<file path="src/rtl/spi_reg_bridge_if.sv">
// SPI pin bundle between the host CPU (master) and the register bridge (slave).
interface spi_reg_bridge_if;
  logic SPI_CLK;
  logic SSEL;
  logic MOSI;
  logic MISO;

  modport master (
    output SPI_CLK,
    output SSEL,
    output MOSI,
    input  MISO
  );

  modport slave (
    input  SPI_CLK,
    input  SSEL,
    input  MOSI,
    output MISO
  );
endinterface

</file>
<file path="src/rtl/spi_reg_bridge.sv">
// SPI slave register bridge: burst reads from a flat read-back bus, burst writes
// emitted as one-cycle strobes. All logic runs on SYS_CLK; SPI pins are oversampled.
module spi_reg_bridge #(
  parameter int                DATA_W   = 16,
  parameter int                ADDR_W   = 10,
  parameter int                NUM_REGS = 64,
  parameter int                WR_BASE  = 25,
  parameter logic [DATA_W-1:0] ID_WORD  = 16'h4A53
) (
  input  logic                       SYS_CLK,
  input  logic                       SYS_RST,
  spi_reg_bridge_if.slave            spi,
  input  logic [NUM_REGS*DATA_W-1:0] rd_bus,
  output logic                       wr_strobe,
  output logic [ADDR_W-1:0]          wr_addr,
  output logic [DATA_W-1:0]          wr_data,
  output logic                       wr_reject,
  output logic                       frame_err,
  output logic                       busy
);

  localparam int                CNT_W    = $clog2(DATA_W);
  localparam int                IDX_W    = (NUM_REGS > 1) ? $clog2(NUM_REGS) : 1;
  localparam logic [CNT_W-1:0]  LAST_BIT = CNT_W'(DATA_W - 1);
  localparam logic [CNT_W-1:0]  CNT_ZERO = {CNT_W{1'b0}};
  localparam logic [CNT_W-1:0]  CNT_ONE  = CNT_W'(1);
  localparam logic [ADDR_W-1:0] ADDR_ONE = ADDR_W'(1);
  localparam logic [ADDR_W:0]   NREGS_L  = (ADDR_W + 1)'(NUM_REGS);
  localparam logic [ADDR_W:0]   WRBASE_L = (ADDR_W + 1)'(WR_BASE);

  typedef enum logic [2:0] {
    ST_IDLE    = 3'd0,
    ST_CMD     = 3'd1,
    ST_RD      = 3'd2,
    ST_WR      = 3'd3,
    ST_DISCARD = 3'd4
  } state_e;

  logic [1:0]        fill_q;
  logic [2:0]        sclk_q;
  logic [2:0]        ssel_q;
  logic [2:0]        mosi_q;
  logic [CNT_W-1:0]  bit_cnt_q;
  logic [DATA_W-1:0] rx_q;
  logic              word_done_q;

  state_e            state_q;
  logic [ADDR_W-1:0] addr_q;
  logic [DATA_W-1:0] tx_q;
  logic              wr_strobe_q;
  logic [ADDR_W-1:0] wr_addr_q;
  logic [DATA_W-1:0] wr_data_q;
  logic              wr_reject_q;
  logic              frame_err_q;
  logic              busy_q;

  logic              sync_ok_s;
  logic              sclk_rise_s;
  logic              sclk_fall_s;
  logic              ssel_rise_s;
  logic              ssel_fall_s;
  logic              ssel_act_s;
  logic [ADDR_W-1:0] rd_addr_s;
  logic [DATA_W-1:0] rd_word_s;
  logic              wr_ok_s;
  logic [DATA_W-1:0] regs_s [NUM_REGS];

  // Edges are only trusted once every synchroniser flop holds a real pin sample,
  // so a reset landing mid-frame never fabricates an SSEL falling edge.
  assign sync_ok_s   = (fill_q == 2'd3);
  assign sclk_rise_s = sync_ok_s & ~sclk_q[2] &  sclk_q[1];
  assign sclk_fall_s = sync_ok_s &  sclk_q[2] & ~sclk_q[1];
  assign ssel_rise_s = sync_ok_s & ~ssel_q[2] &  ssel_q[1];
  assign ssel_fall_s = sync_ok_s &  ssel_q[2] & ~ssel_q[1];
  assign ssel_act_s  = sync_ok_s & ~ssel_q[1];

  for (genvar k = 0; k < NUM_REGS; k++) begin : g_regs
    assign regs_s[k] = rd_bus[k*DATA_W +: DATA_W];
  end

  assign rd_addr_s = (state_q == ST_CMD) ? rx_q[ADDR_W-1:0] : addr_q;
  assign wr_ok_s   = ({1'b0, addr_q} >= WRBASE_L) && ({1'b0, addr_q} < NREGS_L);

  // Read-back mux: address 0 is the ID word, out-of-range addresses read as zero
  always_comb begin
    rd_word_s = {DATA_W{1'b0}};
    if (rd_addr_s == {ADDR_W{1'b0}}) begin
      rd_word_s = ID_WORD;
    end else if ({1'b0, rd_addr_s} < NREGS_L) begin
      rd_word_s = regs_s[rd_addr_s[IDX_W-1:0]];
    end else begin
      rd_word_s = {DATA_W{1'b0}};
    end
  end

  // Pin synchronisers, bit counter and MOSI receive shifter
  always_ff @(posedge SYS_CLK) begin
    if (SYS_RST) begin
      fill_q      <= 2'd0;
      sclk_q      <= 3'b000;
      ssel_q      <= 3'b000;
      mosi_q      <= 3'b000;
      bit_cnt_q   <= CNT_ZERO;
      rx_q        <= {DATA_W{1'b0}};
      word_done_q <= 1'b0;
    end else begin
      sclk_q      <= {sclk_q[1:0], spi.SPI_CLK};
      ssel_q      <= {ssel_q[1:0], spi.SSEL};
      mosi_q      <= {mosi_q[1:0], spi.MOSI};
      word_done_q <= 1'b0;
      if (!sync_ok_s) begin
        fill_q <= fill_q + 2'd1;
      end
      if (!ssel_act_s) begin
        bit_cnt_q <= CNT_ZERO;
      end else if (sclk_fall_s) begin
        rx_q <= {rx_q[DATA_W-2:0], mosi_q[2]};
        if (bit_cnt_q == LAST_BIT) begin
          bit_cnt_q   <= CNT_ZERO;
          word_done_q <= 1'b1;
        end else begin
          bit_cnt_q <= bit_cnt_q + CNT_ONE;
        end
      end
    end
  end

  // Frame FSM with address counter, TX shifter and registered output pulses
  always_ff @(posedge SYS_CLK) begin
    if (SYS_RST) begin
      state_q     <= ST_IDLE;
      addr_q      <= {ADDR_W{1'b0}};
      tx_q        <= {DATA_W{1'b0}};
      wr_strobe_q <= 1'b0;
      wr_addr_q   <= {ADDR_W{1'b0}};
      wr_data_q   <= {DATA_W{1'b0}};
      wr_reject_q <= 1'b0;
      frame_err_q <= 1'b0;
      busy_q      <= 1'b0;
    end else begin
      wr_strobe_q <= 1'b0;
      wr_reject_q <= 1'b0;
      frame_err_q <= ssel_rise_s && (bit_cnt_q != CNT_ZERO);
      busy_q      <= ssel_act_s;
      if (sclk_rise_s) begin
        tx_q <= {tx_q[DATA_W-2:0], 1'b0};
      end
      // Loads below are written after the shift so they win in the same cycle
      case (state_q)
        ST_IDLE: begin
          if (ssel_fall_s) begin
            state_q <= ST_CMD;
            tx_q    <= ID_WORD;
          end else if (ssel_act_s && (sclk_rise_s || sclk_fall_s)) begin
            state_q <= ST_DISCARD;
            tx_q    <= {DATA_W{1'b0}};
          end
        end
        ST_CMD: begin
          if (word_done_q) begin
            case (rx_q[DATA_W-1 -: 2])
              2'b10: begin
                state_q <= ST_RD;
                tx_q    <= rd_word_s;
                addr_q  <= rd_addr_s + ADDR_ONE;
              end
              2'b01: begin
                state_q <= ST_WR;
                addr_q  <= rd_addr_s;
              end
              default: begin
                state_q <= ST_DISCARD;
                tx_q    <= {DATA_W{1'b0}};
              end
            endcase
          end
        end
        ST_RD: begin
          if (word_done_q) begin
            tx_q   <= rd_word_s;
            addr_q <= addr_q + ADDR_ONE;
          end
        end
        ST_WR: begin
          if (word_done_q) begin
            if (wr_ok_s) begin
              wr_strobe_q <= 1'b1;
              wr_addr_q   <= addr_q;
              wr_data_q   <= rx_q;
            end else begin
              wr_reject_q <= 1'b1;
            end
            addr_q <= addr_q + ADDR_ONE;
          end
        end
        ST_DISCARD: begin
          tx_q <= {DATA_W{1'b0}};
        end
        default: begin
          state_q <= ST_IDLE;
        end
      endcase
      if (ssel_rise_s) begin
        state_q <= ST_IDLE;
      end
    end
  end

  assign spi.MISO  = tx_q[DATA_W-1];
  assign wr_strobe = wr_strobe_q;
  assign wr_addr   = wr_addr_q;
  assign wr_data   = wr_data_q;
  assign wr_reject = wr_reject_q;
  assign frame_err = frame_err_q;
  assign busy      = busy_q;

endmodule
</file>
<file path="src/flat_wrapper.sv">
// flat-port wrapper written by rule: the top's interface ports become plain ports
module spi_reg_bridge_flat 
#(
  parameter int                DATA_W   = 16,
  parameter int                ADDR_W   = 10,
  parameter int                NUM_REGS = 64,
  parameter int                WR_BASE  = 25,
  parameter logic [DATA_W-1:0] ID_WORD  = 16'h4A53
)
  (SYS_CLK, SYS_RST, rd_bus, wr_strobe, wr_addr, wr_data, wr_reject, frame_err, busy, spi_SPI_CLK, spi_SSEL, spi_MOSI, spi_MISO);
  spi_reg_bridge_if spi_i ();
  input  logic SYS_CLK;
  input  logic SYS_RST;
  input  logic [NUM_REGS*DATA_W-1:0] rd_bus;
  output logic wr_strobe;
  output logic [ADDR_W-1:0] wr_addr;
  output logic [DATA_W-1:0] wr_data;
  output logic wr_reject;
  output logic frame_err;
  output logic busy;
  input wire logic [$bits(spi_i.SPI_CLK)-1:0] spi_SPI_CLK;
  input wire logic [$bits(spi_i.SSEL)-1:0] spi_SSEL;
  input wire logic [$bits(spi_i.MOSI)-1:0] spi_MOSI;
  output wire logic [$bits(spi_i.MISO)-1:0] spi_MISO;
  assign spi_i.SPI_CLK = spi_SPI_CLK;
  assign spi_i.SSEL = spi_SSEL;
  assign spi_i.MOSI = spi_MOSI;
  assign spi_MISO = spi_i.MISO;
  spi_reg_bridge #(.DATA_W(DATA_W), .ADDR_W(ADDR_W), .NUM_REGS(NUM_REGS), .WR_BASE(WR_BASE), .ID_WORD(ID_WORD)) u_core (.SYS_CLK(SYS_CLK), .SYS_RST(SYS_RST), .spi(spi_i), .rd_bus(rd_bus), .wr_strobe(wr_strobe), .wr_addr(wr_addr), .wr_data(wr_data), .wr_reject(wr_reject), .frame_err(frame_err), .busy(busy));
endmodule
</file>
<file path="config.mk">
export PLATFORM = sky130hd
export DESIGN_NAME = spi_reg_bridge_flat
export DESIGN_NICKNAME = d
export VERILOG_FILES = /design/src/rtl/spi_reg_bridge_if.sv /design/src/rtl/spi_reg_bridge.sv /design/src/flat_wrapper.sv
export SDC_FILE = /design/constraint.sdc
export NUM_CORES = 1
export LEC_CHECK = 0
export CORE_AREA = 2 2 410 412
export CTS_CLUSTER_SIZE = 14
export DETAILED_ROUTE_END_ITERATION = 10
export DIE_AREA = 0 0 412 414
export GPL_TIMING_DRIVEN = 0
export HOLD_SLACK_MARGIN = 0.06
export PLACE_DENSITY_LB_ADDON = 0.25
export SYNTH_ARGS = -nofsm -noshare
export SYNTH_HDL_FRONTEND = slang
export SYNTH_SLANG_ARGS = --single-unit
</file>
<file path="constraint.sdc">
create_clock -name SYS_CLK -period 4.3 [get_ports SYS_CLK]
set_input_delay 1.075 -clock SYS_CLK [delete_from_list [all_inputs] [get_ports SYS_CLK]]
set_output_delay 1.075 -clock SYS_CLK [all_outputs]
set_load 0.01 [all_outputs]
</file>
==> results of run 1 <==
==> kinds of logic after synthesis <==
kind of cell    after synthesis  share of synthesized area
compound gates              443                     0.2156
xor+xnor                     11                   0.006884
fa+ha+maj                    10                   0.008941
mux                         341                     0.2718
buf+inv                     241                    0.07626
simple gates                930                     0.2904
flops                        91                     0.1302
==> power groups by stage <==
stage          Combinational [µW]  Sequential, µW  Clock (µW)
2_1_floorplan                 235             875           0
3_3_place_gp                 1370             876           0
3_5_place_dp                 1380             877           0
4_1_cts                      1390             856         860
5_1_grt                      1460             857         888
6_report                     1390             857         840
==> repair_timing <==
action | 4_1_cts | 5_1_grt
resized for setup | 317 | 17
endpoints found under the setup margin | 21 | 9
hold buffers | 0 | 0
buffers inserted | 45 | 0
pin swaps | 7 | 0
gates cloned | 1 | 0
==> state kept, by name, summed over array words and instances, names as in the netlist <==
register,count
u_core.rx_q,16
u_core.tx_q,16
u_core.wr_data,16
u_core.addr_q,10
u_core.wr_addr,10
u_core.bit_cnt_q,4
u_core.mosi_q,3
u_core.sclk_q,3
u_core.ssel_q,3
u_core.state_q,3
u_core.fill_q,2
u_core.busy,1
u_core.frame_err,1
u_core.word_done_q,1
u_core.wr_reject,1
u_core.wr_strobe,1
==> metal layers <==
layer / vias up / wire [µm] / global-route usage
met2: 1354 / 105400 / 0.4250
met4: 62 / 6644 / 0.06155
met1: 11695 / 92160 / 0.3112
met3: 285 / 17380 / 0.06108
li1: 9924 / - / -
met5: - / 437 / 0
==> synthesized netlist by cell type, types with 31 or more instances <==
master                     instances  area, µm²
sky130_fd_sc_hd__buf_2            85      425.4
sky130_fd_sc_hd__a311oi_1         31      271.5
sky130_fd_sc_hd__clkbuf_1         87      326.6
sky130_fd_sc_hd__o21ai_0          40      200.2
sky130_fd_sc_hd__o22ai_1          50      312.8
sky130_fd_sc_hd__nor3_1           31      155.2
sky130_fd_sc_hd__mux2i_1         302       3023
sky130_fd_sc_hd__nand3_1         155      775.7
sky130_fd_sc_hd__inv_1            45      168.9
sky130_fd_sc_hd__dfxtp_1          91       1822
sky130_fd_sc_hd__nand2_1         522       1959
sky130_fd_sc_hd__a21oi_1         116      580.6
sky130_fd_sc_hd__a211oi_1         73      548.0
sky130_fd_sc_hd__nor2_1          101      379.1
==> worst max-delay path by stage <==
stage                 startpoint              end  slack (ps)  cells past startpoint
6_report       u_core.state_q[2]  u_core.tx_q[10]         -60                     12
4_1_cts        u_core.state_q[2]  u_core.tx_q[11]        -130                     15
2_1_floorplan  u_core.state_q[0]  u_core.tx_q[15]         890                     15
3_3_place_gp   u_core.state_q[0]   u_core.tx_q[7]       -3770                     14
5_1_grt        u_core.state_q[1]  u_core.tx_q[11]         -20                     12
3_5_place_dp   u_core.state_q[0]  u_core.tx_q[11]       -2310                      9
==> area by class of cell <==
type	instances	share of cell area
multi-input combinational	1735	0.3877
timing repair buffer	1120	0.3764
tap	2204	0.09265
buffer	193	0.06234
sequential	91	0.06146
clock buffer	9	0.007567
inverter	47	0.006432
antenna	38	0.003195
clock inverter	7	0.002270
==> stage by stage <==
step	TNS [ps]	power, µW	area (µm²)	std cells	worst slack, ps
floorplan	0	1110	13990	2067	889.5
global placement	-44910	2245	27340	5329	-3770
detailed placement	-28120	2253	27680	5345	-2311
CTS	-187.2	3110	29600	5406	-130.1
global route	-45.14	3206	29690	5414	-22.54
finish	-60.62	3089	29760	5444	-60.62
==> flow_metrics.tcl, run 1 <==
set metrics [dict create \
    status "complete, but fails checks" \
    violations "setup timing" \
    ant_nets 0 \
    syn-cell-area_um2 13990 \
    number_of_synthesized_flops_with_an_enable_pin 0 \
    worstSetupStartpointType "register" \
    coreArea_um2 166300 \
    critPathMaxStageDelay_ps 740 \
    netlist_instances 2067 \
    mostFrequentLayoutCells "1058 x sky130_fd_sc_hd__clkdlybuf4s50_1, 521 x sky130_fd_sc_hd__nand2_1, 298 x sky130_fd_sc_hd__mux2i_1" \
    critical_path_required_ps 4610 \
    postSynthRegisterBits 91 \
    detailroute.via_count 23320 \
    maxCapViolCount 0 \
    hold-worst-slack_ps 455.3 \
    ys_warn_count 0 \
    synthFlopType "sky130_fd_sc_hd__dfxtp_1" \
    grt_pass1_vias 23412 \
    power.internal_uw 2217 \
    power_frac_clock 0.272 \
    tightestPinTransition_ps 1423 \
    layout_commonest_cell "sky130_fd_sc_hd__clkdlybuf4s50_1" \
    rows 150 \
    critical_path_class "register to register" \
    gp_routability_congestion 0.9314 \
    avg_vias_per_cell 4.284 \
    wl_per_cell_um 40.78 \
    postLayoutSetupSlackWorst_ps -60.62 \
    post-route-min-period_ps 4361 \
    netSwitchingFraction 0.2823 \
    drt_first_iter_violations 2116 \
    power_per_cell_area_nw_per_um2 103.8 \
    post-route-period-util 1.014 \
    die-width_um 412 \
    min-delay-path-class "register to register" \
    setup_violations 1 \
    slowest_stage "sky130_fd_sc_hd__a221oi_2" \
    synth_sequential_area_ratio 0.1302 \
    hold_path_depth 1 \
    distinct_cell_type_count_of_the_synthesized_netlist 70 \
    clock_net_sink_count 91 \
    final_max_slew_viol_count 0 \
    layout-area-overhead-vs-synth_pct 112.7 \
    nNetsFinal 4236 \
    holdCritStartpoint "u_core.mosi_q[1]" \
    ctsHtreeMaxLevel 3 \
    timing_hold_violations_final 0 \
    synth.avg_cell_area_um2 6.771 \
    postSynth.asyncResetShare 0 \
    drc_markers 0 \
    antenna_found_initial 131 \
    cts_root_buf "sky130_fd_sc_hd__clkbuf_16" \
    worst-r2r-cell-count 12 \
    irDropWorstVdd_uv 187.4 \
    critical_path.reg2reg.startpoint "u_core.state_q[2]" \
    drive_gt1_frac 0.1046 \
    dp_hpwl_mm 184.5 \
    clock-skew-final_ps 11.58 \
    p_seq_frac 0.277 \
    timing.critical_path.cells "buf_6 -> and4bb_4 -> a21o_1 -> buf_12 -> buf_2 -> buf_4 -> mux2i_1 -> a221oi_2 -> nand4_1 -> a32oi_2 -> a21oi_1 -> nor2_1" \
    initial_utilization 0.08416 \
    cp_top_family "compound AO/OA/AOI/OAI gates" \
    synth_fp_nets 3106 \
    total_switching_power_uw 872.2 \
    timing.rr.end "u_core.tx_q[10]" \
    ff_latch_area_um2 1829 \
    grt_start_max_net_pins 20 \
    dr.pass1.iters 7 \
    grt-ovfl-total 0 \
    power.static_leakage_uw 0.01034 \
    worstHoldEndpoint "u_core.mosi_q[2]" \
    critical_path_arrival_ps 4670 \
    io_pins 1060 \
    routed_wl_mm 222.0 \
    fmaxAchievable_ghz 0.2293 \
    tritoncts "built" \
    port_buffers 1058 \
    worst-r2r-setup-slack_ps -60 \
    globalRouteTotalUtil 0.2492 \
    multiInputGateArea_um2 11540 \
    post-route-util 0.1790 \
    clk_transition_reported_paths_ps 80 \
    setup.worst_path.end_class "register" \
    die_y_um 414 \
    clock_latency_ps 380 \
    timing.max_slew.rel_slack 0.05121 \
    max-clock-path-buffers 2 \
    critPathBufInv 4 \
    crit_path_max_fanout 10 \
    cts_made_buffers 9 \
    fillCellCount 19130 \
    share_comb_of_total_power 0.451 \
    grt_first_pass_wirelength_mm 271.2 \
    die_area_um2 170600 \
]
No activity file was read; power rests on OpenSTA's default activity.
==> run 2, diff against run 1 <==
clock period = 4.65 ns   (was 4.3 ns; I/O delays follow)
==> flow_metrics.tcl, run 2 (synthesized netlist as in run 1, its figures left out) <==
set metrics [dict create \
    tritoncts "built" \
    share_comb_of_total_power 0.449 \
    postLayoutSetupSlackWorst_ps -2.891 \
    dp_hpwl_mm 184.5 \
    p_seq_frac 0.277 \
    max-clock-path-buffers 2 \
    ant_nets 0 \
    clock-skew-final_ps 11.16 \
    dr.pass1.iters 7 \
    coreArea_um2 166300 \
    mostFrequentLayoutCells "1058 x sky130_fd_sc_hd__clkdlybuf4s50_1, 521 x sky130_fd_sc_hd__nand2_1, 299 x sky130_fd_sc_hd__mux2i_1" \
    drc_markers 0 \
    setup.worst_path.end_class "register" \
    globalRouteTotalUtil 0.2443 \
    hold-worst-slack_ps 454.7 \
    cts_root_buf "sky130_fd_sc_hd__clkbuf_16" \
    top_layer_in_use "met5" \
    dp_worst_setup_slack_ps -1961 \
    p_total_uw 2857 \
    ctsHtreeMaxLevel 3 \
    nNetsFinal 4189 \
    dp.cells 5345 \
    antenna_found_initial 129 \
    netSwitchingFraction 0.2826 \
    power_per_cell_area_nw_per_um2 99.45 \
    setup_violations 1 \
    total_switching_power_uw 807.3 \
    multiInputGateArea_um2 11420 \
    power.static_leakage_uw 0.009862 \
    critPathMaxStageDelay_ps 440 \
    grt_first_pass_wirelength_mm 266.5 \
    worstSetupStartpointType "register" \
    drive_gt1_frac 0.08399 \
    tightestPinTransition_ps 1504 \
    grt-ovfl-total 0 \
    cts_hold_buffers 0 \
    timing.max_slew.rel_slack -0.002596 \
    critical_path_arrival_ps 4940 \
    detailroute.via_count 23081 \
    port_buffers 1058 \
    power.internal_uw 2049 \
    gp_routability_congestion 0.9314 \
    routed_wl_mm 217.8 \
    fmaxAchievable_ghz 0.2149 \
    rows 150 \
    layout_commonest_cell "sky130_fd_sc_hd__clkdlybuf4s50_1" \
    clock_latency_ps 380 \
    die_area_um2 170600 \
    power_frac_clock 0.273 \
    clock_net_sink_count 91 \
    irDropWorstVdd_uv 174.8 \
    path_common_cell "sky130_fd_sc_hd__buf_6" \
    grt_start_max_net_pins 20 \
    io_pins 1060 \
    initial_utilization 0.08416 \
    violations "capacitance limit, slew limit, setup timing" \
    status "complete, but fails checks" \
    unrepaired_setup_endpoints_after_global_routing "yes" \
    fin_cells 5395 \
    met2RoutedLength_mm 104.3 \
    layout-area-overhead-vs-synth_pct 105.3 \
    min-delay-path-class "register to register" \
    post-route-period-util 1.001 \
    drt_first_iter_violations 2166 \
    post_dp_cell_area_um2 27680 \
    timing_hold_violations_final 0 \
    die_y_um 414 \
    slowest_stage "sky130_fd_sc_hd__a31oi_4" \
    critical_path_class "register to register" \
    crit_path_max_fanout 10 \
    avg_vias_per_cell 4.278 \
    post_route_cell_area_um2 28730 \
    die-width_um 412 \
    timing.critical_path.cells "nor3b_1 -> buf_4 -> mux2_1 -> buf_6 -> clkinv_2 -> buf_8 -> buf_6 -> clkbuf_8 -> ha_2 -> a31oi_4 -> nor2b_4 -> nand4_1 -> nor3_2 -> buf_6 -> a211oi_1 -> o31ai_1" \
    post-route-min-period_ps 4653 \
    m1WireLength_mm 91.24 \
    cts_made_buffers 9 \
    clk_transition_reported_paths_ps 70 \
    fillCellCount 19184 \
    maxCapViolCount 1 \
    grt_pass1_vias 23196 \
    worst-r2r-cell-count 16 \
    hold_path_depth 1 \
    ff_latch_area_um2 1823 \
    wl_per_cell_um 40.38 \
    final_max_slew_viol_count 10 \
    critical_path_required_ps 4940 \
    met3_layer_wire_length_in_the_routed_design_mm 16.59 \
]
[run 2: changes by cell type in the layout (fill, tap and decap cells not counted), sizes merged]
cell,before,now
buf,160,121
clkdlybuf4s15,3,4
clkbuf,99,91
clkinv,1,2
bufbuf,1,0
diode,38,36
inv,52,51
[run 2: final cells by class]
type,instances,area share
Clock inverter,7,0.002352
Antenna cell,36,0.003136
Sequential cell,91,0.06346
Timing Repair Buffer,1077,0.3774
Inverter,47,0.006185
Multi-Input combinational cell,1735,0.3977
Tap cell,2204,0.09600
Clock buffer,9,0.007840
Buffer,189,0.04591
[run 2: routing by layer]
layer / GRT usage / up-vias
li1: - / 9818
met4: 0.05413 / 62
met3: 0.05838 / 284
met2: 0.4190 / 1403
met5: 0 / -
met1: 0.3064 / 11514
[run 2: worst max-delay path, delay by kind of cell, from the launching register on]
kind            cells  cell delay [ps]
fa+ha+maj           1              300
buf+inv             7             1640
flops               1              390
compound gates      3              690
simple gates        4             1260
mux                 1              190
[run 2: stage by stage]
step / utilization / TNS [ps]
2_1_floorplan: - / 0
3_3_place_gp: 0.1644 / -37320
3_5_place_dp: 0.1665 / -20890
4_1_cts: 0.1718 / -455.3
5_1_grt: 0.1723 / -22.24
6_report: 0.1727 / -2.891
[run 2: final timing paths]
kind                     startpoint          endpoint  slack [ps]
setup / recovery  u_core.state_q[1]   u_core.tx_q[13]          -3
hold / removal     u_core.mosi_q[1]  u_core.mosi_q[2]         450
setup reg to reg  u_core.state_q[1]   u_core.tx_q[13]          -3
hold reg to reg    u_core.mosi_q[1]  u_core.mosi_q[2]         450
[run 2: timing repair]
action,CTS,global route
pin swaps,5,0
gates resized for setup,170,16
endpoints found under the setup margin,20,8
setup buffers,3,0
hold endpoints to repair,0,0
[run 2: power by group through the flow]
stage                     logic [µW]  registers (µW)  clock network [µW]
after floorplan                  217             809                   0
after global placement          1270             811                   0
after detailed placement        1270             811                   0
after CTS                       1290             792                 795
after global routing            1350             793                 822
final                           1280             793                 780
==> run 3, diff against run 2 <==
CTS_CLUSTER_SIZE = 8   (was 14)
==> results of run 3 <==
Same layout as run 2: the final DEF is identical, and so are final timing and power.
